$ cat config.mk
export PLATFORM = sky130hd
export DESIGN_NAME = flash_loader
export DESIGN_NICKNAME = d
export VERILOG_FILES = /design/src/rtl/flash_pkg.sv /design/src/rtl/flash_loader_packer.sv /design/src/rtl/flash_loader.sv
export SDC_FILE = /design/constraint.sdc
export NUM_CORES = 1
export LEC_CHECK = 0
export ABC_AREA = 1
export CAP_MARGIN = 30
export CELL_PAD_IN_SITES_DETAIL_PLACEMENT = 1
export CELL_PAD_IN_SITES_GLOBAL_PLACEMENT = 1
export CORE_ASPECT_RATIO = 0.75
export CORE_MARGIN = 8
export CORE_UTILIZATION = 35
export CTS_CLUSTER_SIZE = 14
export DETAILED_ROUTE_END_ITERATION = 8
export PLACE_DENSITY = 0.7
export SETUP_SLACK_MARGIN = 0.02
export SLEW_MARGIN = 20
export SYNTH_ARGS = -nofsm -noshare
export SYNTH_HDL_FRONTEND = slang
export SYNTH_HIERARCHICAL = 1
export SYNTH_SLANG_ARGS = --single-unit
$ cat constraint.sdc
create_clock -name clk -period 8.4 [get_ports clk]
set_clock_uncertainty 0.2 [all_clocks]
set_input_delay 2.52 -clock clk [delete_from_list [all_inputs] [get_ports clk]]
set_output_delay 2.52 -clock clk [all_outputs]
set_load 0.01 [all_outputs]
$ cat src/rtl/flash_pkg.sv
// Shared definitions for the boot flash loader: FSM encoding and flash interface widths.
// No logic; latency and backpressure are properties of the modules that import this.
package flash_pkg;

    localparam int         FA_W          = 24;
    localparam int         BC_W          = 14;
    localparam logic [7:0] FLASH_READ_OP = 8'h03;

    typedef enum logic [2:0] {
        ST_IDLE,
        ST_WAIT_RDY,
        ST_START,
        ST_RECV,
        ST_FLUSH,
        ST_DONE
    } state_t;

endpackage

$ cat src/rtl/flash_loader_packer.sv
// Little-endian 8-to-16 packer with its own word-address counter; write issued the cycle after the high byte.
// Latency: one cycle byte-to-write; no backpressure (at most one write per two input bytes).
module byte_packer #(
    parameter int AW = 12
) (
    input  logic          clk,
    input  logic          reset,
    input  logic          start,
    input  logic [AW-1:0] start_addr,
    input  logic          abort,
    input  logic          byte_vld,
    input  logic [7:0]    byte_dat,
    input  logic          flush,
    output logic          pending,
    output logic          mem_we,
    output logic [AW-1:0] mem_addr,
    output logic [15:0]   mem_wdata
);

    logic [AW-1:0] dst;
    logic [7:0]    low;

    always_ff @(posedge clk or posedge reset) begin
        if (reset) begin
            dst       <= '0;
            low       <= '0;
            pending   <= 1'b0;
            mem_we    <= 1'b0;
            mem_addr  <= '0;
            mem_wdata <= '0;
        end else begin
            mem_we <= 1'b0;
            if (start) begin
                dst     <= start_addr;
                pending <= 1'b0;
            end else if (abort) begin
                // A half word left over after a timeout is dropped, not written.
                pending <= 1'b0;
            end else if (byte_vld) begin
                if (pending) begin
                    mem_we    <= 1'b1;
                    mem_addr  <= dst;
                    mem_wdata <= {byte_dat, low};
                    dst       <= dst + 1'b1;
                    pending   <= 1'b0;
                end else begin
                    low     <= byte_dat;
                    pending <= 1'b1;
                end
            end else if (flush && pending) begin
                mem_we    <= 1'b1;
                mem_addr  <= dst;
                mem_wdata <= {8'h00, low};
                dst       <= dst + 1'b1;
                pending   <= 1'b0;
            end
        end
    end

endmodule

$ cat src/rtl/flash_loader.sv
// Boot copy engine: splits a load into flash bursts of at most CHUNK bytes and packs the stream into BRAM words.
// Latency: done 1 cycle after the last byte (2 if a flush is needed); no backpressure, flash pacing via fl_rdy.
module flash_loader
    import flash_pkg::*;
#(
    parameter int DST_AW      = 12,
    parameter int CHUNK       = 4096,
    parameter int TIMEOUT_CYC = 65535
) (
    input  logic              clk,
    input  logic              reset,
    input  logic              load_req,
    input  logic [FA_W-1:0]   load_src,
    input  logic [DST_AW-1:0] load_dst,
    input  logic [23:0]       load_len,
    output logic              busy,
    output logic              done,
    output logic              error,
    output logic [FA_W-1:0]   fl_addr,
    output logic [BC_W-1:0]   fl_byte_count,
    output logic              fl_start,
    output logic              fl_rst_n,
    input  logic              fl_rdy,
    input  logic [7:0]        fl_data,
    input  logic              fl_data_valid,
    output logic              mem_we,
    output logic [DST_AW-1:0] mem_addr,
    output logic [15:0]       mem_wdata
);

    localparam int              WD_W      = $clog2(TIMEOUT_CYC + 1);
    localparam logic [WD_W-1:0] WD_LAST   = WD_W'(TIMEOUT_CYC - 1);
    localparam logic [23:0]     CHUNK_LEN = 24'(CHUNK);

    state_t          state, state_nxt;
    logic [FA_W-1:0] src;
    logic [23:0]     remaining;
    logic [BC_W-1:0] burst_left;
    logic [BC_W-1:0] chunk;
    logic [WD_W-1:0] wdog;
    logic            accept, take_byte, wd_run, timeout, pending;

    assign accept    = (state == ST_IDLE) && load_req && (load_len != '0);
    assign take_byte = (state == ST_RECV) && fl_data_valid;
    assign wd_run    = (state == ST_WAIT_RDY) || (state == ST_RECV);
    assign timeout   = wd_run && !fl_data_valid && (wdog == WD_LAST);
    assign chunk     = (remaining > CHUNK_LEN) ? BC_W'(CHUNK) : remaining[BC_W-1:0];

    assign busy     = (state == ST_WAIT_RDY) || (state == ST_START) ||
                      (state == ST_RECV) || (state == ST_FLUSH);
    assign done     = (state == ST_DONE);
    assign fl_start = (state == ST_START);
    assign fl_rst_n = ~reset;

    always_comb begin
        state_nxt = state;
        case (state)
            ST_IDLE:     if (load_req) state_nxt = (load_len == '0) ? ST_DONE : ST_WAIT_RDY;
            ST_WAIT_RDY: begin
                if (timeout)     state_nxt = ST_DONE;
                else if (fl_rdy) state_nxt = ST_START;
            end
            ST_START:    state_nxt = ST_RECV;
            ST_RECV: begin
                if (timeout) begin
                    state_nxt = ST_DONE;
                end else if (take_byte && (burst_left == BC_W'(1))) begin
                    // pending is the state before this byte: set means this byte completes a word.
                    if (remaining != 24'd1) state_nxt = ST_WAIT_RDY;
                    else if (pending)       state_nxt = ST_DONE;
                    else                    state_nxt = ST_FLUSH;
                end
            end
            ST_FLUSH:    state_nxt = ST_DONE;
            ST_DONE:     state_nxt = ST_IDLE;
            default:     state_nxt = ST_IDLE;
        endcase
    end

    always_ff @(posedge clk or posedge reset) begin
        if (reset) begin
            state         <= ST_IDLE;
            src           <= '0;
            remaining     <= '0;
            burst_left    <= '0;
            wdog          <= '0;
            error         <= 1'b0;
            fl_addr       <= '0;
            fl_byte_count <= '0;
        end else begin
            state <= state_nxt;
            if (accept) begin
                src       <= load_src;
                remaining <= load_len;
            end
            if ((state == ST_IDLE) && load_req) error <= 1'b0;
            else if (timeout)                   error <= 1'b1;
            if ((state == ST_WAIT_RDY) && fl_rdy && !timeout) begin
                fl_addr       <= src;
                fl_byte_count <= chunk;
            end
            if (state == ST_START) begin
                burst_left <= fl_byte_count;
            end else if (take_byte) begin
                burst_left <= burst_left - 1'b1;
                remaining  <= remaining - 1'b1;
                src        <= src + 1'b1;
            end
            // START is outside wd_run, so the count restarts from zero for every burst.
            wdog <= (wd_run && !fl_data_valid) ? wdog + 1'b1 : '0;
        end
    end

    byte_packer #(.AW(DST_AW)) u_packer (
        .clk        (clk),
        .reset      (reset),
        .start      (accept),
        .start_addr (load_dst),
        .abort      (timeout),
        .byte_vld   (take_byte),
        .byte_dat   (fl_data),
        .flush      (state == ST_FLUSH),
        .pending    (pending),
        .mem_we     (mem_we),
        .mem_addr   (mem_addr),
        .mem_wdata  (mem_wdata)
    );

endmodule

; Yosys cells after proc, flatten, opt, wreduce, memory -nomap -nowiden
; Cells that the tools add are included.
[classes]
addsub = 5
order_cmp = 1
n_eq_ne = 14
n_mux = 42
bitwise_logic = 4
reduce_logical = 27
[ops]
columns = op, count
row1 = 24-bit 2-to-1 mux, 6
row2 = 12-bit 2-to-1 mux, 8
row3 = 16-bit 2-to-1 mux, 4
row4 = 14-bit 2-to-1 mux, 3
row5 = "24-bit by 1-bit adder with 24-bit output, second input constant", 1
row6 = "24-bit by 13-bit greater-than comparator with 1-bit output, second input constant", 1
row7 = 24-bit logical NOT, 1
row8 = "24-bit by 1-bit != test with 1-bit output, second input constant", 1
row9 = 24-bit nonzero test, 1
row10 = "24-bit by 1-bit subtractor with 24-bit output, second input constant", 1
row11 = 3-bit 2-to-1 mux, 7
row12 = "16-bit by 1-bit adder with 16-bit output, second input constant", 1
row13 = "16-bit == test, second input constant", 1
row14 = 3-bit case mux with 5 select lines, 1
row15 = "14-bit by 1-bit == test with 1-bit output, second input constant", 1
row16 = "14-bit by 1-bit subtractor with 14-bit output, second input constant", 1
row17 = 1-bit 2-to-1 mux, 13
row18 = "12-bit by 1-bit adder with 12-bit output, second input constant", 1
row19 = 1-bit logical AND, 9
row20 = 4-bit AND reduction, 2
row21 = "3-bit by 2-bit == test with 1-bit output, second input constant", 2
row22 = "3-bit == test, second input constant", 2
row23 = "3-bit by 2-bit != test with 1-bit output, second input constant", 2
row24 = 3-bit AND reduction, 2
row25 = other kinds (11), 21
[totals]
register_bits = 170
inputBits = 73
out_inout_bits = 72

; Longest topological paths before layout
[logic_depth]
ltp_word = 6
mapped_depth = 14
mapped_depth_nobuf = 11

; Hierarchy
; Netlist, hierarchy kept.
[by_module_without_submodules]
columns = module, n_inst, cells_each, area_per_inst_um2, seq_area_each_um2
row1 = flash_loader, 1, 1053, 7295.7, 3002.9
row2 = byte_packer, 1, 260, 2218.4, 1251.2

; Least setup slack after synthesis
; No wires, ideal clock.
[synth_timing]
path_kind = input-to-output
from = in reset
to = out fl_rst_n
t_arrival_ps = 5046
required_ps = 5680
setup_slack_ps = 634
path_stages = 1
n_path_buf = 0
cell_sequence = inv_1
[synth_via]
elab_chain_len = 1
[synth_rtl]
columns = item, line
row1 = from (decl), flash_loader.sv:11  ; input logic reset,
row2 = 1-bit NOT, flash_loader.sv:53  ; assign fl_rst_n = ~reset;
row3 = to (decl), flash_loader.sv:22  ; output logic fl_rst_n,
; No other way between the ends.

; Worst setup path after layout
; Ends and elaborated chain as after synthesis.

==> impl_results.md <==
- Outcome: finished, final reports clean
- Worst skew pair latency: 0.45 ns
- Crit Path Category: in -> out
- Crit path DAT: 3.62 ns
- Pwr dens: 329 nW/um^2
- Post-synth EDFFs: 0
- Overall die height: 159 um
- CTS tree: yes
- Area Growth Syn to Fin: 24.9%
- Worst rel slew slack: 0.454
- Final Hold Fails: 0
- Fin crit share: 0.755
- Switch Pwr: 1.65 mW
- Final max-slew violation count: 0
- Post-Syn Instances: 1313
- Mux share of post-synthesis cell area: 0
- Post-synth top area share: 0.447
- CP Launch Point: reset
- Initial antenna violation count: 0
- Hold Buf Count CTS: 0
- Grt ovf: 0
- Core area: 26900 um^2
- RePlAce Congestion: 0.791
- Worst vdd ir: 174 uV
- Post-Synth Adder-Cell Area: 0.0118
- Crit path to: fl_rst_n
- Syn_nets: 1395
- Period minus WS final: 6.34 ns
- Clock slew at reported path FFs: 0.07 ns
- Mapped Area: 9510 um^2
- Resized cells post-CTS: 0
- Synth Register Bits: 170
- Clock Power Share: 0.219
- Die area: 32800 um^2
- XOR/XNOR Fraction of Synth Area: 0.0193
- Die X: 206 um
- Largest family of logic cells by synthesized area: simple AND/OR/NAND/NOR gates
- Final WL: 31500 um
- Vias/cell: 4.97
- Total CTS buffers: 17
- Gate power share: 0.417
- Reg2Reg Depth: 10
- Setup crit start kind: primary input
- Synth Area in Compound Gates: 0.0779
- Worst r2r dst: u_packer/mem_addr[0]$_DFFE_PP0P_
- Static leakage: 5.73 nW
- Area leader, netlist: dfrtp_1
- Row count: 52
- Tot Pwr: 3.91 mW
- Commonest cells in the netlist: nand2_1, dfrtp_1, inv_1, nor2_1, nand3_1
- # nets final: 1523
- CP Data Required Time: 5.68 ns
- Post-CTS Setup Inserts: 0
- Synth Area in Simple Gates: 0.360
- Ys async rst share: 1.00
- Switching Share: 0.422
- Via count: 8963
- WL/cell: 17.4 um
- Clock H-tree levels: 4
- Register area share after synthesis: 0.447
- Initial core utilization: 0.354
- CP Max Fanout: 2
- Avg Synthesized Cell Area: 7.25 um^2
- First-pass GRT wire length: 51800 um
- N_diodes: 0
- DRC: 0
- Share of layout cells above drive strength 1: 0.0536
- Fmax: 158 MHz
- DR iter-0 viols: 486
- Largest net degree at the start of global routing: 68
- Reg2reg start: state[1]$_DFFE_PP0P_
- Post-DP HPWL: 22900 um
- Synth Flop Type: dfrtp_1
- Worst Hold Class: reg -> reg
- First-pass DRT Iterations: 5
- Antenna Nets Post-Route: 0
- CP endpoint kind: output pin
- Max-Cap Viols: 0
- Cell with the most instances after synthesis: nand2_1
- R2r setup slk: 4.90 ns
- Clk sink count: 170
- Clock root buffer master: clkbuf_16
- Sum Neg Setup Slack: 0 ns
- Setup-violating endpoint count in the final report: 0
- Top cells by area, synth: dfrtp_1, nand2_1, nand3_1
- Port Buffers: 144
- Int Pwr: 2.26 mW
- I/O Pins: 145
- Longest Clk Path Bufs: 2
- Worst-margin pin slew: 0.819 ns
- Seq pwr share: 0.364
- Vias in the first global route: 9381
- Yosys cell types: 43
- Gr usage total: 0.196
- Yosys warnings: 6
- RSZ-0062 raised after global routing: false
power groups by stage:
| stage | Combinational, mW | Sequential [mW] | Clock, mW |
|---|---|---|---|
| 2_1_floorplan | 1.02 | 1.39 | 0 |
| 3_3_place_gp | 1.58 | 1.42 | 0 |
| 3_5_place_dp | 1.63 | 1.43 | 0 |
| 4_1_cts | 1.65 | 1.42 | 0.882 |
| 5_1_grt | 1.86 | 1.47 | 0.911 |
| 6_report | 1.63 | 1.43 | 0.858 |
area by class of cell:
| class | instances | area, um^2 |
|---|---|---|
| Fill cell | 3343 | 15000 |
| Multi-Input combinational cell | 955 | 4460 |
| Sequential cell | 170 | 4250 |
| Timing Repair Buffer | 155 | 1570 |
| Inverter | 142 | 536 |
| Clock buffer | 21 | 470 |
| Tap cell | 351 | 439 |
| Clock inverter | 11 | 158 |
worst min path at each step:
stage	start	endpoint	cells after the start
floorplan	remaining[1]$_DFF_PP0_	fl_byte_count[1]$_DFFE_PP0P_	2
global placement	u_packer/low[7]$_DFFE_PP0P_	u_packer/mem_wdata[7]$_DFFE_PP0P_	2
detailed placement	u_packer/low[7]$_DFFE_PP0P_	u_packer/mem_wdata[7]$_DFFE_PP0P_	2
CTS	u_packer/low[7]$_DFFE_PP0P_	u_packer/mem_wdata[7]$_DFFE_PP0P_	2
global route	u_packer/mem_addr[2]$_DFFE_PP0P_	u_packer/mem_addr[2]$_DFFE_PP0P_	2
finish	u_packer/low[1]$_DFFE_PP0P_	u_packer/mem_wdata[1]$_DFFE_PP0P_	2
metrics by stage:
step / setup WS (ns) / hold WS (ns) / cell area (um^2) / cells / util
after CTS: 2.04 / 0.273 / 11900 / 1803 / 0.441
final: 2.06 / 0.272 / 11900 / 1805 / 0.442
after global routing: 2.02 / 0.301 / 11900 / 1805 / 0.442
after global placement: 2.04 / 0.252 / 11200 / 1769 / 0.416
after detailed placement: 2.04 / 0.255 / 11200 / 1771 / 0.418
after floorplan: 0.634 / 0.242 / 9510 / 1313 / -
cell families after synthesis:
| family | after synthesis |
|---|---|
| AND/OR/NAND/NOR | 796 |
| buffers and inverters | 188 |
| flip-flops | 170 |
| AO/OA/AOI/OAI | 129 |
| XOR/XNOR | 21 |
| adder cells (fa/ha/maj) | 9 |
critical path, stage by stage:
cell and delay, ns:
clkdlybuf4s50_1 0.48, inv_4 0.09, clkdlybuf4s50_1 0.53
sequential cells by signal, summed over array words and instances, names as in the netlist, 14 cells and up:
signal	cells
remaining	24
u_packer/mem_wdata	16
wdog	16
src	24
burst_left	14
fl_byte_count	14
fl_addr	24
routing by layer:
| layer | up-vias | routed length, um | GRT usage |
|---|---|---|---|
| li1 | 4430 | - | - |
| met1 | 4384 | 16100 | 0.281 |
| met2 | 128 | 13800 | 0.297 |
| met3 | 21 | 1250 | 0.0464 |
| met4 | 0 | 309 | 0.0392 |
| met5 | - | 0 | 0 |
layout by cell type, fill, tap and decap left out, drive strengths merged, types with 4 or more instances in the layout:
| cell type | Yosys | layout |
|---|---|---|
| nand2 | 465 | 465 |
| dfrtp | 170 | 170 |
| clkdlybuf4s50 | 0 | 144 |
| inv | 141 | 144 |
| nor2 | 135 | 135 |
| nand3 | 123 | 123 |
| o21ai | 72 | 72 |
| nand3b | 27 | 27 |
| nor3 | 25 | 25 |
| a21oi | 25 | 25 |
| clkbuf | 9 | 21 |
| nand4 | 15 | 15 |
| xor2 | 15 | 15 |
| buf | 37 | 11 |
| ha | 9 | 9 |
| o31ai | 9 | 9 |
| o211ai | 8 | 8 |
| xnor2 | 6 | 6 |
| clkinv | 1 | 4 |
Power figures use the tool's default switching activity.
